==> src/rtl/booth_mul_scheduler_if.sv <==
// booth_mul_scheduler_if
//   Bundles the client request/response bus and the multiplier-side signals
//   of booth_mul_scheduler.
//   slave  : the scheduler (consumes req/req_m/req_q/mul_valid/mul_acc)
//   master : the environment (clients plus the shared multiplier)
//   Signals: req, req_m, req_q, gnt, rsp_valid, rsp_id, rsp_data, rsp_err,
//            busy, mul_start, mul_m, mul_q, mul_valid, mul_acc
interface booth_mul_scheduler_if #(
    parameter int NREQ  = 4,
    parameter int WIDTH = 8
);
    localparam int IW = (NREQ > 1) ? $clog2(NREQ) : 1;

    logic [NREQ-1:0]       req;
    logic [NREQ*WIDTH-1:0] req_m;
    logic [NREQ*WIDTH-1:0] req_q;
    logic [NREQ-1:0]       gnt;
    logic                  rsp_valid;
    logic [IW-1:0]         rsp_id;
    logic [2*WIDTH-1:0]    rsp_data;
    logic                  rsp_err;
    logic                  busy;
    logic                  mul_start;
    logic [WIDTH-1:0]      mul_m;
    logic [WIDTH-1:0]      mul_q;
    logic                  mul_valid;
    logic [2*WIDTH-1:0]    mul_acc;

    modport slave (
        input  req, req_m, req_q, mul_valid, mul_acc,
        output gnt, rsp_valid, rsp_id, rsp_data, rsp_err, busy,
               mul_start, mul_m, mul_q
    );

    modport master (
        output req, req_m, req_q, mul_valid, mul_acc,
        input  gnt, rsp_valid, rsp_id, rsp_data, rsp_err, busy,
               mul_start, mul_m, mul_q
    );
endinterface

==> src/rtl/booth_mul_scheduler.sv <==
// booth_mul_scheduler
//   Shares one sequential Booth multiplier between NREQ requesters.
//   Round-robin arbitration in IDLE, holds start/M/Q while the multiplier
//   runs, returns the signed product tagged with the requester id, and
//   reports a timeout error if the multiplier never raises valid.
// Ports
//   i_clk    : clock, rising edge
//   i_reset  : asynchronous reset, active low
//   io_bus   : booth_mul_scheduler_if.slave (client bus + multiplier side)
// Parameters
//   NREQ (2..8), WIDTH (operand width), TIMEOUT (RUN cycles, >= WIDTH+2)
// Build option
//   ZERO_BYPASS_EN : jobs with a zero operand skip the multiplier and return
//                    0 the cycle after the grant.
//
// state  | meaning
// -------+--------------------------------------------------------------
// IDLE   | waiting for any req; arbitrates at the next edge
// RUN    | multiplier started, waiting for mul_valid or timeout
// BYP    | zero-operand job, result returned without the multiplier
// GAP    | one cycle with mul_start low so the multiplier returns to idle
module booth_mul_scheduler #(
    parameter int NREQ    = 4,
    parameter int WIDTH   = 8,
    parameter int TIMEOUT = 31
)(
    input  logic                  i_clk,
    input  logic                  i_reset,
    booth_mul_scheduler_if.slave  io_bus
);
    localparam int IW = (NREQ > 1) ? $clog2(NREQ) : 1;
    localparam int CW = $clog2(TIMEOUT + 1);

    typedef enum logic [1:0] {S_IDLE, S_RUN, S_BYP, S_GAP} state_t;

    state_t             r_state,     w_state_nxt;
    logic [IW-1:0]      r_ptr,       w_ptr_nxt;
    logic [CW-1:0]      r_cnt,       w_cnt_nxt;
    logic [NREQ-1:0]    r_gnt,       w_gnt_nxt;
    logic               r_rsp_valid, w_rsp_valid_nxt;
    logic               r_rsp_err,   w_rsp_err_nxt;
    logic [IW-1:0]      r_rsp_id,    w_rsp_id_nxt;
    logic [2*WIDTH-1:0] r_rsp_data,  w_rsp_data_nxt;
    logic               r_mul_start, w_mul_start_nxt;
    logic [WIDTH-1:0]   r_mul_m,     w_mul_m_nxt;
    logic [WIDTH-1:0]   r_mul_q,     w_mul_q_nxt;

    logic [2*NREQ-1:0]  w_req2;
    logic [NREQ-1:0]    w_rot;
    logic               w_found;
    logic [IW-1:0]      w_off;
    logic [IW:0]        w_sum;
    logic [IW-1:0]      w_win;
    logic [WIDTH-1:0]   w_win_m;
    logic [WIDTH-1:0]   w_win_q;
`ifdef ZERO_BYPASS_EN
    logic               w_win_zero;
`endif

    // Rotate the request vector so bit 0 is the client at r_ptr; the first
    // set bit is the offset of the winner from the pointer.
    always_comb begin
        w_req2  = {io_bus.req, io_bus.req};
        w_rot   = NREQ'(w_req2 >> r_ptr);
        w_found = 1'b0;
        w_off   = '0;
        for (int i = 0; i < NREQ; i++) begin
            if (!w_found && w_rot[i]) begin
                w_found = 1'b1;
                w_off   = IW'(i);
            end
        end
        w_sum = {1'b0, r_ptr} + {1'b0, w_off};
        w_win = (w_sum >= (IW+1)'(NREQ)) ? IW'(w_sum - (IW+1)'(NREQ)) : IW'(w_sum);
        w_win_m = '0;
        w_win_q = '0;
        for (int i = 0; i < NREQ; i++) begin
            if (w_win == IW'(i)) begin
                w_win_m = io_bus.req_m[i*WIDTH +: WIDTH];
                w_win_q = io_bus.req_q[i*WIDTH +: WIDTH];
            end
        end
`ifdef ZERO_BYPASS_EN
        w_win_zero = (w_win_m == '0) || (w_win_q == '0);
`endif
    end

    always_comb begin
        w_state_nxt     = r_state;
        w_ptr_nxt       = r_ptr;
        w_cnt_nxt       = r_cnt;
        w_gnt_nxt       = '0;
        w_rsp_valid_nxt = 1'b0;
        w_rsp_err_nxt   = 1'b0;
        w_rsp_id_nxt    = r_rsp_id;
        w_rsp_data_nxt  = r_rsp_data;
        w_mul_start_nxt = r_mul_start;
        w_mul_m_nxt     = r_mul_m;
        w_mul_q_nxt     = r_mul_q;
        case (r_state)
            S_IDLE: begin
                if (w_found) begin
                    w_gnt_nxt    = NREQ'(1) << w_win;
                    w_rsp_id_nxt = w_win;
                    w_ptr_nxt    = (w_win == IW'(NREQ-1)) ? '0 : w_win + IW'(1);
`ifdef ZERO_BYPASS_EN
                    if (w_win_zero) begin
                        w_state_nxt = S_BYP;
                    end else begin
                        w_mul_start_nxt = 1'b1;
                        w_mul_m_nxt     = w_win_m;
                        w_mul_q_nxt     = w_win_q;
                        w_state_nxt     = S_RUN;
                    end
`else
                    w_mul_start_nxt = 1'b1;
                    w_mul_m_nxt     = w_win_m;
                    w_mul_q_nxt     = w_win_q;
                    w_state_nxt     = S_RUN;
`endif
                end
            end
            S_RUN: begin
                w_cnt_nxt = r_cnt + CW'(1);
                // Valid is tested first so it wins over a coincident timeout.
                if (io_bus.mul_valid) begin
                    w_rsp_valid_nxt = 1'b1;
                    w_rsp_data_nxt  = io_bus.mul_acc;
                    w_mul_start_nxt = 1'b0;
                    w_state_nxt     = S_GAP;
                end else if (r_cnt == CW'(TIMEOUT - 1)) begin
                    w_rsp_valid_nxt = 1'b1;
                    w_rsp_err_nxt   = 1'b1;
                    w_rsp_data_nxt  = '0;
                    w_mul_start_nxt = 1'b0;
                    w_state_nxt     = S_GAP;
                end
            end
            S_BYP: begin
                w_rsp_valid_nxt = 1'b1;
                w_rsp_data_nxt  = '0;
                w_state_nxt     = S_GAP;
            end
            S_GAP: begin
                w_cnt_nxt   = '0;
                w_state_nxt = S_IDLE;
            end
            default: begin
                w_state_nxt = S_IDLE;
            end
        endcase
    end

    always_ff @(posedge i_clk or negedge i_reset) begin
        if (!i_reset) begin
            r_state     <= S_IDLE;
            r_ptr       <= '0;
            r_cnt       <= '0;
            r_gnt       <= '0;
            r_rsp_valid <= 1'b0;
            r_rsp_err   <= 1'b0;
            r_rsp_id    <= '0;
            r_rsp_data  <= '0;
            r_mul_start <= 1'b0;
            r_mul_m     <= '0;
            r_mul_q     <= '0;
        end else begin
            r_state     <= w_state_nxt;
            r_ptr       <= w_ptr_nxt;
            r_cnt       <= w_cnt_nxt;
            r_gnt       <= w_gnt_nxt;
            r_rsp_valid <= w_rsp_valid_nxt;
            r_rsp_err   <= w_rsp_err_nxt;
            r_rsp_id    <= w_rsp_id_nxt;
            r_rsp_data  <= w_rsp_data_nxt;
            r_mul_start <= w_mul_start_nxt;
            r_mul_m     <= w_mul_m_nxt;
            r_mul_q     <= w_mul_q_nxt;
        end
    end

    assign io_bus.gnt       = r_gnt;
    assign io_bus.rsp_valid = r_rsp_valid;
    assign io_bus.rsp_err   = r_rsp_err;
    assign io_bus.rsp_id    = r_rsp_id;
    assign io_bus.rsp_data  = r_rsp_data;
    assign io_bus.mul_start = r_mul_start;
    assign io_bus.mul_m     = r_mul_m;
    assign io_bus.mul_q     = r_mul_q;
    assign io_bus.busy      = (r_state != S_IDLE);
endmodule

==> src/flat_wrapper.sv <==
// flat-port wrapper written by rule: the top's interface ports become plain ports
module booth_mul_scheduler_flat 
#(
    parameter int NREQ    = 4,
    parameter int WIDTH   = 8,
    parameter int TIMEOUT = 31
)
  (i_clk, i_reset, io_bus_req, io_bus_req_m, io_bus_req_q, io_bus_mul_valid, io_bus_mul_acc, io_bus_gnt, io_bus_rsp_valid, io_bus_rsp_id, io_bus_rsp_data, io_bus_rsp_err, io_bus_busy, io_bus_mul_start, io_bus_mul_m, io_bus_mul_q);
  booth_mul_scheduler_if #(.NREQ(NREQ), .WIDTH(WIDTH)) io_bus_i ();
  input  logic i_clk;
  input  logic i_reset;
  input wire logic [$bits(io_bus_i.req)-1:0] io_bus_req;
  input wire logic [$bits(io_bus_i.req_m)-1:0] io_bus_req_m;
  input wire logic [$bits(io_bus_i.req_q)-1:0] io_bus_req_q;
  input wire logic [$bits(io_bus_i.mul_valid)-1:0] io_bus_mul_valid;
  input wire logic [$bits(io_bus_i.mul_acc)-1:0] io_bus_mul_acc;
  output wire logic [$bits(io_bus_i.gnt)-1:0] io_bus_gnt;
  output wire logic [$bits(io_bus_i.rsp_valid)-1:0] io_bus_rsp_valid;
  output wire logic [$bits(io_bus_i.rsp_id)-1:0] io_bus_rsp_id;
  output wire logic [$bits(io_bus_i.rsp_data)-1:0] io_bus_rsp_data;
  output wire logic [$bits(io_bus_i.rsp_err)-1:0] io_bus_rsp_err;
  output wire logic [$bits(io_bus_i.busy)-1:0] io_bus_busy;
  output wire logic [$bits(io_bus_i.mul_start)-1:0] io_bus_mul_start;
  output wire logic [$bits(io_bus_i.mul_m)-1:0] io_bus_mul_m;
  output wire logic [$bits(io_bus_i.mul_q)-1:0] io_bus_mul_q;
  assign io_bus_i.req = io_bus_req;
  assign io_bus_i.req_m = io_bus_req_m;
  assign io_bus_i.req_q = io_bus_req_q;
  assign io_bus_i.mul_valid = io_bus_mul_valid;
  assign io_bus_i.mul_acc = io_bus_mul_acc;
  assign io_bus_gnt = io_bus_i.gnt;
  assign io_bus_rsp_valid = io_bus_i.rsp_valid;
  assign io_bus_rsp_id = io_bus_i.rsp_id;
  assign io_bus_rsp_data = io_bus_i.rsp_data;
  assign io_bus_rsp_err = io_bus_i.rsp_err;
  assign io_bus_busy = io_bus_i.busy;
  assign io_bus_mul_start = io_bus_i.mul_start;
  assign io_bus_mul_m = io_bus_i.mul_m;
  assign io_bus_mul_q = io_bus_i.mul_q;
  booth_mul_scheduler #(.NREQ(NREQ), .WIDTH(WIDTH), .TIMEOUT(TIMEOUT)) u_core (.i_clk(i_clk), .i_reset(i_reset), .io_bus(io_bus_i));
endmodule
==> config.mk <==
export PLATFORM = sky130hd
export DESIGN_NAME = booth_mul_scheduler_flat
export DESIGN_NICKNAME = d
export VERILOG_FILES = /design/src/rtl/booth_mul_scheduler_if.sv /design/src/rtl/booth_mul_scheduler.sv /design/src/flat_wrapper.sv
export SDC_FILE = /design/constraint.sdc
export NUM_CORES = 1
export LEC_CHECK = 0
export CELL_PAD_IN_SITES_DETAIL_PLACEMENT = 0
export CELL_PAD_IN_SITES_GLOBAL_PLACEMENT = 1
export CORE_MARGIN = 2
export CORE_UTILIZATION = 30
export CTS_CLUSTER_SIZE = 12
export DETAILED_ROUTE_END_ITERATION = 8
export GPL_ROUTABILITY_DRIVEN = 1
export GPL_TIMING_DRIVEN = 0
export PLACE_DENSITY = 0.88
export SLEW_MARGIN = 20
export SYNTH_ARGS = -nofsm -noshare
export SYNTH_HDL_FRONTEND = slang
export SYNTH_SLANG_ARGS = --single-unit
==> constraint.sdc <==
create_clock -name i_clk -period 4.6 [get_ports i_clk]
set_input_delay 0.92 -clock i_clk [delete_from_list [all_inputs] [get_ports i_clk]]
set_output_delay 0.92 -clock i_clk [all_outputs]
set_load 0.05 [all_outputs]
# ---- Yosys cells after proc, flatten, opt, wreduce, memory -nomap -nowiden
# Index checks and enable logic that the tools add are counted.
# Widths: inputs -> output; s select.
dict set report word_totals {
  reg_bits 50
  latch_bits 0
  ramBits 0
  rom_bits 0
  inputBits 87
  out_inout_bits 42
  word_cells 79
  n_memories 0
}
dict set report classes {
  n_addsub 4
  n_mul 0
  n_div 0
  n_lt_le_gt_ge 1
  n_eq_ne 9
  shifts 2
  n_mux 36
  n_bitwise 0
  reduce_logical 16
}
# cell count
set ops {}
lappend ops {{$mux 8} 8}
lappend ops {{$mux 16} 2}
lappend ops {{$pmux 16 s2} 1}
lappend ops {{$mux 2} 7}
lappend ops {{$mux 1} 12}
lappend ops {{$pmux 5 s2} 1}
lappend ops {{$eq 2x2->1 const B} 4}
lappend ops {{$mux 4} 2}
lappend ops {{$pmux 2 s4} 1}
lappend ops {{$reduce_bool 2->1} 4}
lappend ops {{$shr 8x2->4} 1}
lappend ops {{$reduce_and 2->1} 3}
lappend ops {{$add 5x1->5 const B} 1}
lappend ops {{$eq 5x5->1 const B} 1}
lappend ops {{$eq 2x1->1 const B} 2}
lappend ops {{$logic_not 2->1} 2}
lappend ops {{$pmux 1 s2} 2}
lappend ops {{$shl 1x2->4 const A} 1}
lappend ops {{$add 2x2->3} 1}
lappend ops {{$ge 3x3->1 const B} 1}
lappend ops {{$logic_and 1x1->1} 3}
lappend ops {{$logic_not 1->1} 3}
lappend ops {{$ne 3x2->1 const B} 1}
lappend ops {{$reduce_and 3->1} 1}
lappend ops {{other kinds (3)} 3}

# ---- Logic depth before layout (Yosys ltp)
dict set report depth {
  depth_word 19
  mapped_depth 15
}

# ---- Worst setup path before layout
# Ideal clock, no wire load.
dict set report synth_timing {
  path_kind {input to register}
  startpoint {input io_bus_req[1]}
  endpoint {register u_core.r_mul_m[3], in the netlist u_core.io_bus.mul_m[3]}
  setup_time_ns 0.122
  t_arrival_ns 3.498
  required_time_ns 4.478
  path_slack_ns 0.980
  path_stages 14
  path_cell_list {or2b_1 a21oi_1 o211ai_1 o21a_1 ha_1 xnor2_1 or4_4 and2_1 ha_1 buf_2 buf_2 a221oi_1 o31a_1 o21ai_1}
}
dict set report synth_between {
  elab_chain_len 19
  elab_cells_between_ends 27
  cone_classes {2 x add/sub; 1 x order compare; 3 x eq/ne; 1 x shift; 12 x mux; 8 x reduce/logical}
}
# element line
set synth_rtl {}
lappend synth_rtl {{start, declared} flat_wrapper.sv:12} ;# input wire logic [$bits(io_bus_i.req)-1:0] io_bus_req;
lappend synth_rtl {{$shr 8x2->4 *} booth_mul_scheduler.sv:64} ;# w_rot = NREQ'(w_req2 >> r_ptr);
lappend synth_rtl {{$mux 1} booth_mul_scheduler.sv:68} ;# if (!w_found && w_rot[i]) begin
lappend synth_rtl {{$logic_not 1->1} booth_mul_scheduler.sv:68}
lappend synth_rtl {{$logic_and 1x1->1} booth_mul_scheduler.sv:68}
lappend synth_rtl {{$mux 1} booth_mul_scheduler.sv:68}
lappend synth_rtl {{$logic_not 1->1} booth_mul_scheduler.sv:68}
lappend synth_rtl {{$logic_and 1x1->1} booth_mul_scheduler.sv:68}
lappend synth_rtl {{$mux 1} booth_mul_scheduler.sv:68}
lappend synth_rtl {{$logic_not 1->1} booth_mul_scheduler.sv:68}
lappend synth_rtl {{$logic_and 1x1->1} booth_mul_scheduler.sv:68}
lappend synth_rtl {{$mux 2} booth_mul_scheduler.sv:68}
lappend synth_rtl {{$add 2x2->3} booth_mul_scheduler.sv:73} ;# w_sum = {1'b0, r_ptr} + {1'b0, w_off};
lappend synth_rtl {{$ge 3x3->1 or $sub 2x1->2 (tied branches)} booth_mul_scheduler.sv:74} ;# w_win = (w_sum >= (IW+1)'(NREQ)) ? IW'(w_sum - (IW+1)'(NREQ)) : IW'(w_sum);
lappend synth_rtl {{$mux 2} booth_mul_scheduler.sv:74}
lappend synth_rtl {{$logic_not 2->1} booth_mul_scheduler.sv:78} ;# if (w_win == IW'(i)) begin
lappend synth_rtl {{$mux 8 (4 in a row)} booth_mul_scheduler.sv:78}
lappend synth_rtl {{end signal, assigned} booth_mul_scheduler.sv:177} ;# r_mul_m <= w_mul_m_nxt;
lappend synth_rtl {{end, declared} booth_mul_scheduler.sv:45} ;# logic [WIDTH-1:0] r_mul_m, w_mul_m_nxt;
# Every way passes the cells marked *; elsewhere a longest branch is shown, timed or not.
# A chain may end at the register's enable or synchronous reset.

# ---- Worst setup path in the final report
dict set report layout_timing {
  startpoint {input io_bus_req[1]}
  endpoint {register u_core.r_mul_q[2], in the netlist u_core.io_bus.mul_q[2]}
}
dict set report layout_between {
  elab_chain_len 19
  elab_cells_between_ends 27
  cone_classes {2 x add/sub; 1 x order compare; 3 x eq/ne; 1 x shift; 12 x mux; 8 x reduce/logical}
}
# element line
set layout_rtl {}
lappend layout_rtl {{$shr 8x2->4 *} booth_mul_scheduler.sv:64}
lappend layout_rtl {{$mux 1} booth_mul_scheduler.sv:68}
lappend layout_rtl {{$logic_not 1->1} booth_mul_scheduler.sv:68}
lappend layout_rtl {{$logic_and 1x1->1} booth_mul_scheduler.sv:68}
lappend layout_rtl {{$mux 1} booth_mul_scheduler.sv:68}
lappend layout_rtl {{$logic_not 1->1} booth_mul_scheduler.sv:68}
lappend layout_rtl {{$logic_and 1x1->1} booth_mul_scheduler.sv:68}
lappend layout_rtl {{$mux 1} booth_mul_scheduler.sv:68}
lappend layout_rtl {{$logic_not 1->1} booth_mul_scheduler.sv:68}
lappend layout_rtl {{$logic_and 1x1->1} booth_mul_scheduler.sv:68}
lappend layout_rtl {{$mux 2} booth_mul_scheduler.sv:68}
lappend layout_rtl {{$add 2x2->3} booth_mul_scheduler.sv:73}
lappend layout_rtl {{$ge 3x3->1 or $sub 2x1->2 (tied branches)} booth_mul_scheduler.sv:74}
lappend layout_rtl {{$mux 2} booth_mul_scheduler.sv:74}
lappend layout_rtl {{$logic_not 2->1} booth_mul_scheduler.sv:78}
lappend layout_rtl {{$mux 8 (4 in a row)} booth_mul_scheduler.sv:78}
lappend layout_rtl {{end signal, assigned} booth_mul_scheduler.sv:178} ;# r_mul_q <= w_mul_q_nxt;
lappend layout_rtl {{end, declared} booth_mul_scheduler.sv:46} ;# logic [WIDTH-1:0] r_mul_q, w_mul_q_nxt;
# Marks and branches as above.

==> impl_metrics.csv <==
group,metric,value,unit
die,initial_core_util,0.310,
route,drc,0,
cells_and_area,stdcell_area,4430,um2
yosys,synth_edf_count,0,
worst_setup_path,end_kind,"flip-flop",
yosys,synthAdderAreaFrac,0.0522,
placed_design,gp_congestion,0.846,
worst_setup_path,path_class,"in -> reg",
clock_tree,cts.htree.levels,2,
worst_setup_path,worstSetupStartpointType,"input port",
worst_setup_path,cp.required,4.79,ns
worst_setup_path,path_cells,"clkdlybuf4s50_1 > or2b_1 > a21oi_1 > o211ai_1 > o21a_1 > ha_1 > xnor2_1 > or4_4 > and2_1 > ha_1 > buf_2 > buf_2 > a221oi_1 > o31a_1 > o21ai_1",
yosys,syn_nets,421,
pwr,irDropWorstVdd,0.348,mV
clock_tree,post_cts_resized,0,
clock_tree,cts_sinks,50,
pwr,power_density,740,nW/um2
route,first_iter_violations,104,
cells_and_area,register_area,1250,um2
yosys,synth.avg_cell_area,8.93,um2
die,num_rows,35,
cells_and_area,layout-drive-gt1-share,0.0590,
yosys,synth_xor_xnor_area_share,0.0152,
yosys,ys_warn_count,0,
global_route,grt_usage,0.169,
route,postRouteAntennaNets,0,
worst_setup_path,path_delay_family,"buffers and inverters",
yosys,synth-simple-area-share,0.242,
die,die_area,10400,um2
yosys,ys_types,41,
yosys,synth_top_family_by_area,"simple AND/OR/NAND/NOR gates",
worst_setup_path,cp.arrival,4.48,ns
pwr,leakagePower,0.00181,uW
placed_design,dpl.hpwl,6840,um
worst_setup_path,critPathMaxFanout,10,
route,wl_per_cell,15.2,um
cells_and_area,fillers,944,
timing,slew_headroom,0.568,
worst_setup_path,crit_buf_inv,3,
min_path,worst_hold_path.endpoint,"u_core.io_bus.rsp_data[1]",
die,io_pins,129,
worst_setup_path,cp_slowest_cell,"clkdlybuf4s50_1",
timing,drv_slew,0,
global_route,antenna_found_initial,0,
clock_tree,hold_buffers,0,
placed_design,place_ws,-0.00588,ns
yosys,ys_seq_area_frac,0.435,
yosys,yosys.area.top_type_share,0.435,
cells_and_area,multi_input_area,1490,um2
die,fp.dieW,102,um
timing,final_hold_viol_count,0,
placed_design,dpl_cell_area,4320,um2
cells_and_area,diodes,0,
cells_and_area,area_growth,53.9,%
route,wirelength,8910,um
timing,skew,0.00454,ns
placed_design,port_buffers,128,
die,die_h,102,um
timing,timing.final.crit_period,4.29,ns
global_route,gr-total-overflow,0,
worst_setup_path,reg2regPathDepth,15,
cells_and_area,nNetsFinal,556,
yosys,synthTopCellsByArea,"dfrtp_1, nand2_1, nor2b_1",
yosys,synth_top_cells_by_count,"nand2_1, dfrtp_1, nor2b_1",
timing,tightest_slew,0.648,ns
status,status,"completed",
yosys,muxShareOfSynthArea,0.00739,
timing,rsz0062_at_grt,"no",
clock_tree,clockBufferDepth,2,
yosys,synth_top_area_cell,"dfrtp_1",
clock_tree,numCtsBuffers,5,
route,via_per_inst,4.86,
worst_setup_path,reg2reg_setup_slack,1.03,ns
flow_run,drv_cap,0,
die,core,9280,um2
min_path,worstHoldStart,"u_core.io_bus.rsp_data[1]",
min_path,worstHoldPathCells,2,
yosys,synthArstFlopShare,1.00,
worst_setup_path,reg2reg_to,"u_core.io_bus.mul_q[2]",
cells_and_area,finish.utilization,0.477,
worst_setup_path,timing.rr.start,"u_core.r_ptr[1]",
yosys,ys.flop_type,"dfrtp_1",
yosys,synthCells,322,
timing,fmax,0.233,GHz
yosys,synth_compound_area_frac,0.201,
clock_tree,cts_tree,"yes",
global_route,first_global_vias,2848,
clock_tree,cts_setup_buffers,0,
global_route,grt_pass1_wl,13900,um
yosys,synth_area,2880,um2
route,firstDrtPassIters,4,
pwr,power,3280,uW
clock_tree,path_clk_slew,0.10,ns
min_path,hp-class,"reg -> reg",
clock_tree,clk_latency,0.30,ns
timing,layout_setup_ws,0.312,ns
clock_tree,ctsRootBufferMaster,"clkbuf_8",
timing,finalSetupViolCount,0,
worst_setup_path,cp_slowest_stage_delay,0.63,ns
yosys,synth_most_common_cell,"nand2_1",
route,vias,2851,
global_route,grt_max_degree,51,
yosys,yosys_register_bits,50,
timing,finalCritPeriodShare,0.932,
## registers in the layout, indices dropped and copies added (netlist names), 2 cells and up
register,flops
u_core.io_bus.rsp_data,16
u_core.r_cnt,5
u_core.io_bus.rsp_id,2
u_core.io_bus.gnt,4
u_core.io_bus.mul_m,8
u_core.io_bus.mul_q,8
u_core.r_ptr,2
u_core.r_state,2
## routing by layer
metal  vias up  GRT usage  share of wire
li1       1379          -              -
met1      1406      0.213           0.43
met2        60      0.297           0.52
met3         6     0.0315          0.033
met4         0     0.0462          0.013
met5         -          0              0
## worst max-delay path by stage
stage	slack, ns	cells past startpoint	end	from
after floorplan	0.98	14	u_core.io_bus.mul_m[3]	io_bus_req[1]
after global placement	0.05	15	u_core.io_bus.mul_q[2]	io_bus_req[1]
after detailed placement	-0.006	15	u_core.io_bus.mul_q[2]	io_bus_req[1]
after CTS	0.31	15	u_core.io_bus.mul_q[2]	io_bus_req[1]
after global routing	0.14	15	u_core.io_bus.mul_q[0]	io_bus_req[1]
final	0.31	15	u_core.io_bus.mul_q[2]	io_bus_req[1]
## cells by family after synthesis
| logic type | Yosys count |
|---|---|
| muxes | 2 |
| buffers and inverters | 28 |
| AOI/OAI and AO/OA | 83 |
| and+or+nand+nor | 142 |
| xor gates and xnor gates | 5 |
| DFF | 50 |
| adders and majority gates | 12 |
## per-stage QoR
stage / std cells / setup TNS [ns] / hold WS (ns)
after floorplan: 322 / 0 / 0.525
after CTS: 587 / 0 / 0.493
after global placement: 579 / 0 / 0.465
final: 587 / 0 / 0.491
after detailed placement: 579 / -0.00588 / 0.475
after global routing: 587 / 0 / 0.518
## worst reg2reg max path: cells and delay by family (launching register included)
| kind | cells | cell delay (ns) |
|---|---|---|
| compound gates | 6 | 0.90 |
| fa+ha+maj | 2 | 0.45 |
| xor+xnor | 1 | 0.14 |
| flops | 1 | 0.40 |
| buf+inv | 3 | 0.59 |
| simple gates | 3 | 0.99 |
## final cells by class
type / count / share of cell area
multi-input combinational: 244 / 0.336
tap: 129 / 0.0365
buffer: 22 / 0.0260
clock inverter: 2 / 0.00848
inverter: 6 / 0.00509
clock buffer: 6 / 0.0164
timing repair buffer: 128 / 0.289
sequential: 50 / 0.283
## power breakdown
part / switching [uW] / internal, uW
clock: 154 / 163
combinational: 1400 / 867
sequential: 98.9 / 599
total: 1650 / 1630
## placed cells by master, fill, tap and decap left out, drive strengths merged, types with 3 or more instances in the layout
cell / count
clkdlybuf4s50: 127
nand2: 76
dfrtp: 50
o21ai: 35
nor2b: 34
clkbuf: 18
a221oi: 16
o31a: 16
ha: 12
buf: 11
nor2: 10
a21oi: 7
inv: 6
and2: 5
nand2b: 3
xor2: 3
or3b: 3
No activity file was read; power rests on OpenSTA's default activity.
